[config.mk]
export PLATFORM = sky130hd
export DESIGN_NAME = mul_seq_ctrl_flat
export DESIGN_NICKNAME = d
export VERILOG_FILES = /design/src/rtl/mul_seq_ctrl_if.sv /design/src/rtl/mul_seq_ctrl.sv /design/src/flat_wrapper.sv
export SDC_FILE = /design/constraint.sdc
export NUM_CORES = 1
export LEC_CHECK = 0
export CORE_UTILIZATION = 46
export DETAILED_ROUTE_END_ITERATION = 8
export GPL_TIMING_DRIVEN = 1
export PLACE_DENSITY = 0.8
export SETUP_SLACK_MARGIN = 0.05
export SLEW_MARGIN = 10
export SYNTH_ARGS = -nofsm -noshare
export SYNTH_HDL_FRONTEND = slang
export SYNTH_SLANG_ARGS = --single-unit
[constraint.sdc]
create_clock -name clk -period 5 [get_ports clk]
set_input_delay 0.5 -clock clk [delete_from_list [all_inputs] [get_ports clk]]
set_output_delay 0.5 -clock clk [all_outputs]
set_load 0.01 [all_outputs]
[src/rtl/mul_seq_ctrl_if.sv]
// Handshake and operand/result bundle for the sequential multiplier.
// The master side issues start with operands and the slave side returns the product.
interface mul_seq_ctrl_if #(
  parameter int WIDTH_A = 4,
  parameter int WIDTH_B = 4
);
  logic                       start;
  logic [WIDTH_A-1:0]         A;
  logic [WIDTH_B-1:0]         B;
  logic                       busy;
  logic                       done;
  logic [WIDTH_A+WIDTH_B-1:0] P;
  logic [WIDTH_A-1:0]         Y;
  logic                       C_out;

  modport master (
    output start, A, B,
    input  busy, done, P, Y, C_out
  );

  modport slave (
    input  start, A, B,
    output busy, done, P, Y, C_out
  );
endinterface

[src/rtl/mul_seq_ctrl.sv]
// Radix-4 sequential unsigned multiplier, one digit of B per cycle.
// P is registered and only updates on completion; Y/C_out feed the ALU mux.
module mul_seq_ctrl #(
  parameter int WIDTH_A = 4,
  parameter int WIDTH_B = 4
) (
  input logic           clk,
  input logic           rst,
  mul_seq_ctrl_if.slave bus
);
  localparam int NDIG = WIDTH_B / 2;
  localparam int KW   = (NDIG > 1) ? $clog2(NDIG) : 1;
  localparam int PW   = WIDTH_A + WIDTH_B;

  typedef enum logic [1:0] {
    IDLE,
    RUN,
    DONE
  } state_t;

  state_t state;
  state_t state_nxt;

  // a_sh holds a_r << 2k and b_sh holds b_r >> 2k, so the
  // current digit is always b_sh[1:0] with no variable indexing.
  logic [PW-1:0]      a_sh;
  logic [WIDTH_B-1:0] b_sh;
  logic [PW-1:0]      acc;
  logic [PW-1:0]      acc_nxt;
  logic [PW-1:0]      pp;
  logic [PW-1:0]      p_r;
  logic [KW-1:0]      k;
  logic [1:0]         d;
  logic               last;
  logic               accept;

  assign last   = (k == KW'(NDIG - 1));
  assign accept = (state != RUN) && bus.start;

  always_ff @(posedge clk) begin
    if (rst) state <= IDLE;
    else     state <= state_nxt;
  end

  always_comb begin
    state_nxt = state;
    unique case (state)
      IDLE:    state_nxt = bus.start ? RUN : IDLE;
      RUN:     state_nxt = last ? DONE : RUN;
      DONE:    state_nxt = bus.start ? RUN : IDLE;
      default: state_nxt = IDLE;
    endcase
  end

  always_comb begin
    bus.busy = (state == RUN);
    bus.done = (state == DONE);
  end

  always_comb begin
    d       = b_sh[1:0];
    pp      = '0;
    if (d[0]) pp = pp + a_sh;
    if (d[1]) pp = pp + (a_sh << 1);
    acc_nxt = acc + pp;
  end

  always_ff @(posedge clk) begin
    if (rst) begin
      a_sh <= '0;
      b_sh <= '0;
      acc  <= '0;
      k    <= '0;
      p_r  <= '0;
    end else if (accept) begin
      a_sh <= PW'(bus.A);
      b_sh <= bus.B;
      acc  <= '0;
      k    <= '0;
    end else if (state == RUN) begin
      acc  <= acc_nxt;
      a_sh <= a_sh << 2;
      b_sh <= b_sh >> 2;
      if (last) p_r <= acc_nxt;
      else      k   <= k + KW'(1);
    end
  end

  assign bus.P     = p_r;
  assign bus.Y     = p_r[WIDTH_A-1:0];
  assign bus.C_out = |p_r[PW-1:WIDTH_A];
endmodule
[src/flat_wrapper.sv]
// flat-port wrapper written by rule: the top's interface ports become plain ports
module mul_seq_ctrl_flat 
#(
  parameter int WIDTH_A = 4,
  parameter int WIDTH_B = 4
)
  (clk, rst, bus_start, bus_A, bus_B, bus_busy, bus_done, bus_P, bus_Y, bus_C_out);
  mul_seq_ctrl_if #(.WIDTH_A(WIDTH_A), .WIDTH_B(WIDTH_B)) bus_i ();
  input logic clk;
  input logic rst;
  input wire logic [$bits(bus_i.start)-1:0] bus_start;
  input wire logic [$bits(bus_i.A)-1:0] bus_A;
  input wire logic [$bits(bus_i.B)-1:0] bus_B;
  output wire logic [$bits(bus_i.busy)-1:0] bus_busy;
  output wire logic [$bits(bus_i.done)-1:0] bus_done;
  output wire logic [$bits(bus_i.P)-1:0] bus_P;
  output wire logic [$bits(bus_i.Y)-1:0] bus_Y;
  output wire logic [$bits(bus_i.C_out)-1:0] bus_C_out;
  assign bus_i.start = bus_start;
  assign bus_i.A = bus_A;
  assign bus_i.B = bus_B;
  assign bus_busy = bus_i.busy;
  assign bus_done = bus_i.done;
  assign bus_P = bus_i.P;
  assign bus_Y = bus_i.Y;
  assign bus_C_out = bus_i.C_out;
  mul_seq_ctrl #(.WIDTH_A(WIDTH_A), .WIDTH_B(WIDTH_B)) u_core (.clk(clk), .rst(rst), .bus(bus_i));
endmodule
; Yosys cells after proc, flatten, opt, wreduce, memory -nomap -nowiden
; Index checks and enable logic that the tools add are counted.
[totals]
input_bits = 11
out_inout_bits = 15
ff_bits = 31
[op_classes]
eq_ne = 3
mux = 10
reduce_logical = 7
n_bitwise = 1
add_sub_neg = 3
[ops]
columns = op, n
row1 = $add A8 B8 Y8, 2
row2 = $mux W4, 4
row3 = $mux W8, 2
row4 = $pmux W2 S2, 1
row5 = $reduce_or A2 Y1, 2
row6 = $reduce_or A4 Y1, 1
row7 = $reduce_and A3 Y1, 1
row8 = $eq A2 B1 Y1 const B, 1
row9 = $eq A2 B2 Y1 const B, 1
row10 = $logic_not A2 Y1, 1
row11 = $mux W1, 2
row12 = $mux W2, 1
row13 = $ne A2 B1 Y1 const B, 1
row14 = $reduce_bool A2 Y1, 1
row15 = $add A1 B1 Y1 const B, 1
row16 = $logic_and A1 B1 Y1, 1
row17 = $not A1 Y1, 1

; Logic depth before layout (Yosys ltp)
[logic_depth]
depth_word = 4
ltp_mapped = 17
depth_no_buf = 16

; Least setup slack after synthesis
; Ideal clock, no wire load.
[synth_timing]
kind = reg2reg
startpoint = register u_core.b_sh[0]
endpoint = register u_core.acc[7]
slack_ns = 1.157
arrival_ns = 3.773
t_required_ns = 4.930
path_stages_with_launch = 18
path_cell_list = dfxtp_1 -> clkbuf_1 -> and2_1 -> ha_1 -> inv_1 -> fa_1 -> nor2b_1 -> o22a_1 -> nand2_1 -> xor2_1 -> mux2_2 -> ha_1 -> or3_1 -> nor3_1 -> a221oi_1 -> and4_4 -> or4_1 -> a21oi_1
[synth_via]
elab_chain_cells = 4
[synth_lines]
columns = item, line
row1 = from (decl), mul_seq_ctrl.sv:27  ; logic [WIDTH_B-1:0] b_sh;
row2 = from (signal assigned), mul_seq_ctrl.sv:77  ; b_sh <= bus.B;
row3 = from (signal assigned), mul_seq_ctrl.sv:83  ; b_sh <= b_sh >> 2;
row4 = $mux W8 *, mul_seq_ctrl.sv:63  ; if (d[0]) pp = pp + a_sh;
row5 = $add A8 B8 Y8, mul_seq_ctrl.sv:64  ; if (d[1]) pp = pp + (a_sh << 1);
row6 = $mux W8 *, mul_seq_ctrl.sv:64
row7 = $add A8 B8 Y8 *, mul_seq_ctrl.sv:65  ; acc_nxt = acc + pp;
row8 = to (signal assigned), mul_seq_ctrl.sv:81  ; acc <= acc_nxt;
row9 = to (decl), mul_seq_ctrl.sv:28  ; logic [PW-1:0] acc;
; Every way passes the cells marked *; elsewhere a longest branch is shown, timed or not.
; A chain may end at the register's enable or synchronous reset.

; Final worst setup path
; Same ends and word-level chain as after synthesis.

==> flow_summary.rst <==
.. list-table::
   :header-rows: 1

   * - Metric
     - Value
   * - Pin count of the biggest net entering global routing
     - 26
   * - Filler Cell Count
     - 368
   * - Global-route wire length before repair
     - 7.27 mm
   * - Number of max-cap violations
     - 0
   * - Deepest level of the CTS H-tree
     - 2
   * - Post-route worst hold slack
     - 0.466 ns
   * - Fin Clk Skew
     - 0.00539 ns
   * - Nets@finish
     - 276
   * - Kind of capture point of the worst setup path
     - register
   * - Achievable clock frequency
     - 0.244 GHz
   * - Total power per unit cell area
     - 263 nW/um2
   * - CTS clk-pin slew, worst paths
     - 0.07 ns
   * - CP startpoint kind
     - register
   * - Register-to-register setup slack
     - 0.90 ns
   * - Commonest non-fill, non-tap cell in the layout
     - sky130_fd_sc_hd__nand2_1
   * - Status
     - finished clean
   * - Register area share after synthesis
     - 0.319
   * - Total global-route track usage
     - 0.221
   * - Via count of the first global-routing pass
     - 1,592
   * - Number of buffers created by CTS
     - 5
   * - Max-Slew Margin vs Limit
     - 0.362
   * - Die Height
     - 67.1 um
   * - Number of enable-type register cells in the synthesized netlist
     - 0
   * - # DRC
     - 0
   * - Detailed Route WL
     - 4.37 mm
   * - Number of hold buffers added after CTS
     - 0
   * - Number of primary I/O pins
     - 26
   * - CP max stage delay
     - 0.60 ns
   * - Mean Syn Cell Area
     - 8.18 um2
   * - Fraction of layout cells with a size suffix above 1
     - 0.0593
   * - Initial core utilization
     - 0.483
   * - Final Slew Violations
     - 0
   * - Class of the tightest hold or removal check
     - register to register
   * - First-pass detailed-route iteration total
     - 4
   * - Number of clock sinks seen by CTS
     - 31
   * - Final weighted congestion of routability-driven global placement
     - 0.900
   * - Worst-path cell with the longest stage delay
     - sky130_fd_sc_hd__dfxtp_1
   * - Count of input and output buffers
     - 25
   * - Synthesized instance count
     - 238
   * - Post-DR wirelength/cell
     - 14.4 um
   * - Clock network latency to the later pin of the worst-skew pair
     - 0.29 ns
   * - CP required
     - 5.22 ns
   * - Flip-flop and latch count after synthesis
     - 31
   * - Final period demand of the worst path
     - 4.10 ns
   * - Placed wire-length estimate
     - 2.97 mm
   * - Standby leakage power
     - 0.954 nW
   * - Worst path bufs/invs
     - 1
   * - Die Area
     - 4500 um2
   * - Post-synthesis instance area
     - 1950 um2
   * - Signal arrival time at the worst endpoint
     - 4.31 ns
   * - Unrepaired setup endpoints after global routing
     - no
   * - Cell class contributing the biggest share of worst-path delay
     - compound AO/OA/AOI/OAI gates
   * - Buffer type at the clock tree root
     - sky130_fd_sc_hd__clkbuf_8
   * - Warnings, synthesis
     - 0
   * - Total gr overflow
     - 0
   * - Deepest clock path buffer count
     - 2
   * - Most common flop cell mapped by yosys
     - sky130_fd_sc_hd__dfxtp_1
   * - Layout-stage area growth over the synthesis result
     - 17.0%
   * - Ratio of routed vias to standard cells
     - 5.61
   * - Total area of multi-input combinational cells
     - 1200 um2
   * - Total area of sequential cells
     - 621 um2
   * - Total nets after synthesis
     - 262
   * - Max Fanout on Critical Path
     - 13
   * - # setup viols final
     - 0
   * - Actual transition at the worst max-transition pin
     - 0.958 ns
   * - Core Box Area
     - 4030 um2
   * - Diode insertion count for antenna repair
     - 0
   * - Die width
     - 67.1 um
   * - Unique cell type count in the Yosys netlist
     - 47
   * - ANT nets after route
     - 0
   * - Setup total negative slack
     - 0 ns
   * - Cell-by-cell trace of the critical path
     - nand2_4 -> inv_1 -> ha_1 -> a21o_1 -> o311ai_1 -> nand3b_1 -> a21oi_1 -> xnor2_1 -> mux2_2 -> ha_1 -> a21o_1 -> o21a_1 -> a221oi_1 -> a31oi_1 -> or4_1 -> a21oi_1
   * - Standard cell area after detailed placement
     - 2160 um2
   * - Antenna violations before repair
     - 0
   * - Buffers inserted during post-CTS setup optimization
     - 0
   * - FFs w/ async S/R, synth
     - 0
   * - Startpoint-to-endpoint class of the critical path
     - register to register
   * - Count of cells resized by post-cts repair
     - 0
   * - Final critical-path share of the clock period
     - 0.819
   * - TritonCTS clock tree
     - yes
   * - Violation count after the first detailed-routing iteration
     - 113
   * - Peak supply drop
     - 0.198 mV
   * - Hold violation count in the final report
     - 0
   * - Commonest cells after routing, fill and taps aside
     - 35 x sky130_fd_sc_hd__nand2_1, 31 x sky130_fd_sc_hd__dfxtp_1, 27 x sky130_fd_sc_hd__a21oi_1
   * - Total via count in the routed design
     - 1,699
   * - Final instance area
     - 2280 um2
   * - Placement row count
     - 23
==> area by class of cell <==
class,count,area share
Timing Repair Buffer,25,0.110
Tap cell,50,0.0275
Sequential cell,31,0.272
Multi-Input combinational cell,183,0.529
Clock buffer,6,0.0362
Inverter,6,0.00988
Clock inverter,2,0.0154
==> synth_stat cells, types with 5 or more instances <==
cell type                  count  share of area
sky130_fd_sc_hd__nor3_1        7          0.018
sky130_fd_sc_hd__ha_1         11          0.071
sky130_fd_sc_hd__dfxtp_1      31           0.32
sky130_fd_sc_hd__inv_1         5         0.0096
sky130_fd_sc_hd__nand2_1      35          0.067
sky130_fd_sc_hd__a211oi_1      6          0.023
sky130_fd_sc_hd__nand3_1       6          0.015
sky130_fd_sc_hd__xnor2_1       5          0.022
sky130_fd_sc_hd__buf_4         6          0.023
sky130_fd_sc_hd__a21oi_1      27          0.069
sky130_fd_sc_hd__clkbuf_1      9          0.017
sky130_fd_sc_hd__and2_1        5          0.016
sky130_fd_sc_hd__mux2i_1      10          0.051
sky130_fd_sc_hd__nor2_1       17          0.033
==> cells by family (layout without fill, tap and decap cells) <==
family / count (synthesis) / count (layout) / share of synthesized area
AO/OA/AOI/OAI: 57 / 57 / 0.184
buffers and inverters: 24 / 39 / 0.0623
adder cells (fa/ha/maj): 13 / 13 / 0.0913
AND/OR/NAND/NOR: 91 / 91 / 0.226
flip-flops: 31 / 31 / 0.319
multiplexers: 13 / 13 / 0.0688
XOR/XNOR: 9 / 9 / 0.0482
==> routing by layer <==
| layer | track usage | wire [um] |
|---|---|---|
| met5 | 0 | 0 |
| met4 | 0.0904 | 64 |
| met3 | 0.0634 | 185 |
| met2 | 0.359 | 2040 |
| met1 | 0.271 | 2080 |
==> state kept, by name (all words and copies together), names as in the netlist <==
signal	cells
u_core.state	2
u_core.k	1
u_core.acc	8
u_core.bus.P	8
u_core.a_sh	8
u_core.b_sh	4
==> tightest hold or removal path: cells and delay by family, from the launching register on <==
family	cells	cell delay, ns
AO/OA/AOI/OAI	1	0.05
flip-flops	1	0.32
AND/OR/NAND/NOR	1	0.05
==> per-stage QoR <==
step | total power [mW] | worst slack, ns | instances | utilization
5_1_grt | 0.627 | 0.594 | 303 | 0.566
2_1_floorplan | 0.323 | 1.16 | 238 | -
3_5_place_dp | 0.344 | 0.961 | 295 | 0.536
6_report | 0.600 | 0.904 | 303 | 0.566
3_3_place_gp | 0.343 | 1.09 | 295 | 0.536
4_1_cts | 0.604 | 0.948 | 303 | 0.566
==> path summary, 6_finish.rpt <==
| check | startpoint | endpoint | depth (start not counted) |
|---|---|---|---|
| worst max register to register | u_core.b_sh[0] | u_core.acc[7] | 16 |
| worst min-delay path | u_core.acc[4] | u_core.acc[4] | 2 |
| worst max-delay path | u_core.b_sh[0] | u_core.acc[7] | 16 |
| worst min register to register | u_core.acc[4] | u_core.acc[4] | 2 |
==> where the power goes <==
part | switching (mW) | leakage, nW | total [mW] | internal, mW
combinational | 0.0396 | 0.641 | 0.0704 | 0.0308
clock | 0.0986 | 0.0612 | 0.260 | 0.161
sequential | 0.0146 | 0.252 | 0.270 | 0.255
(Power assumes the default switching activity.)
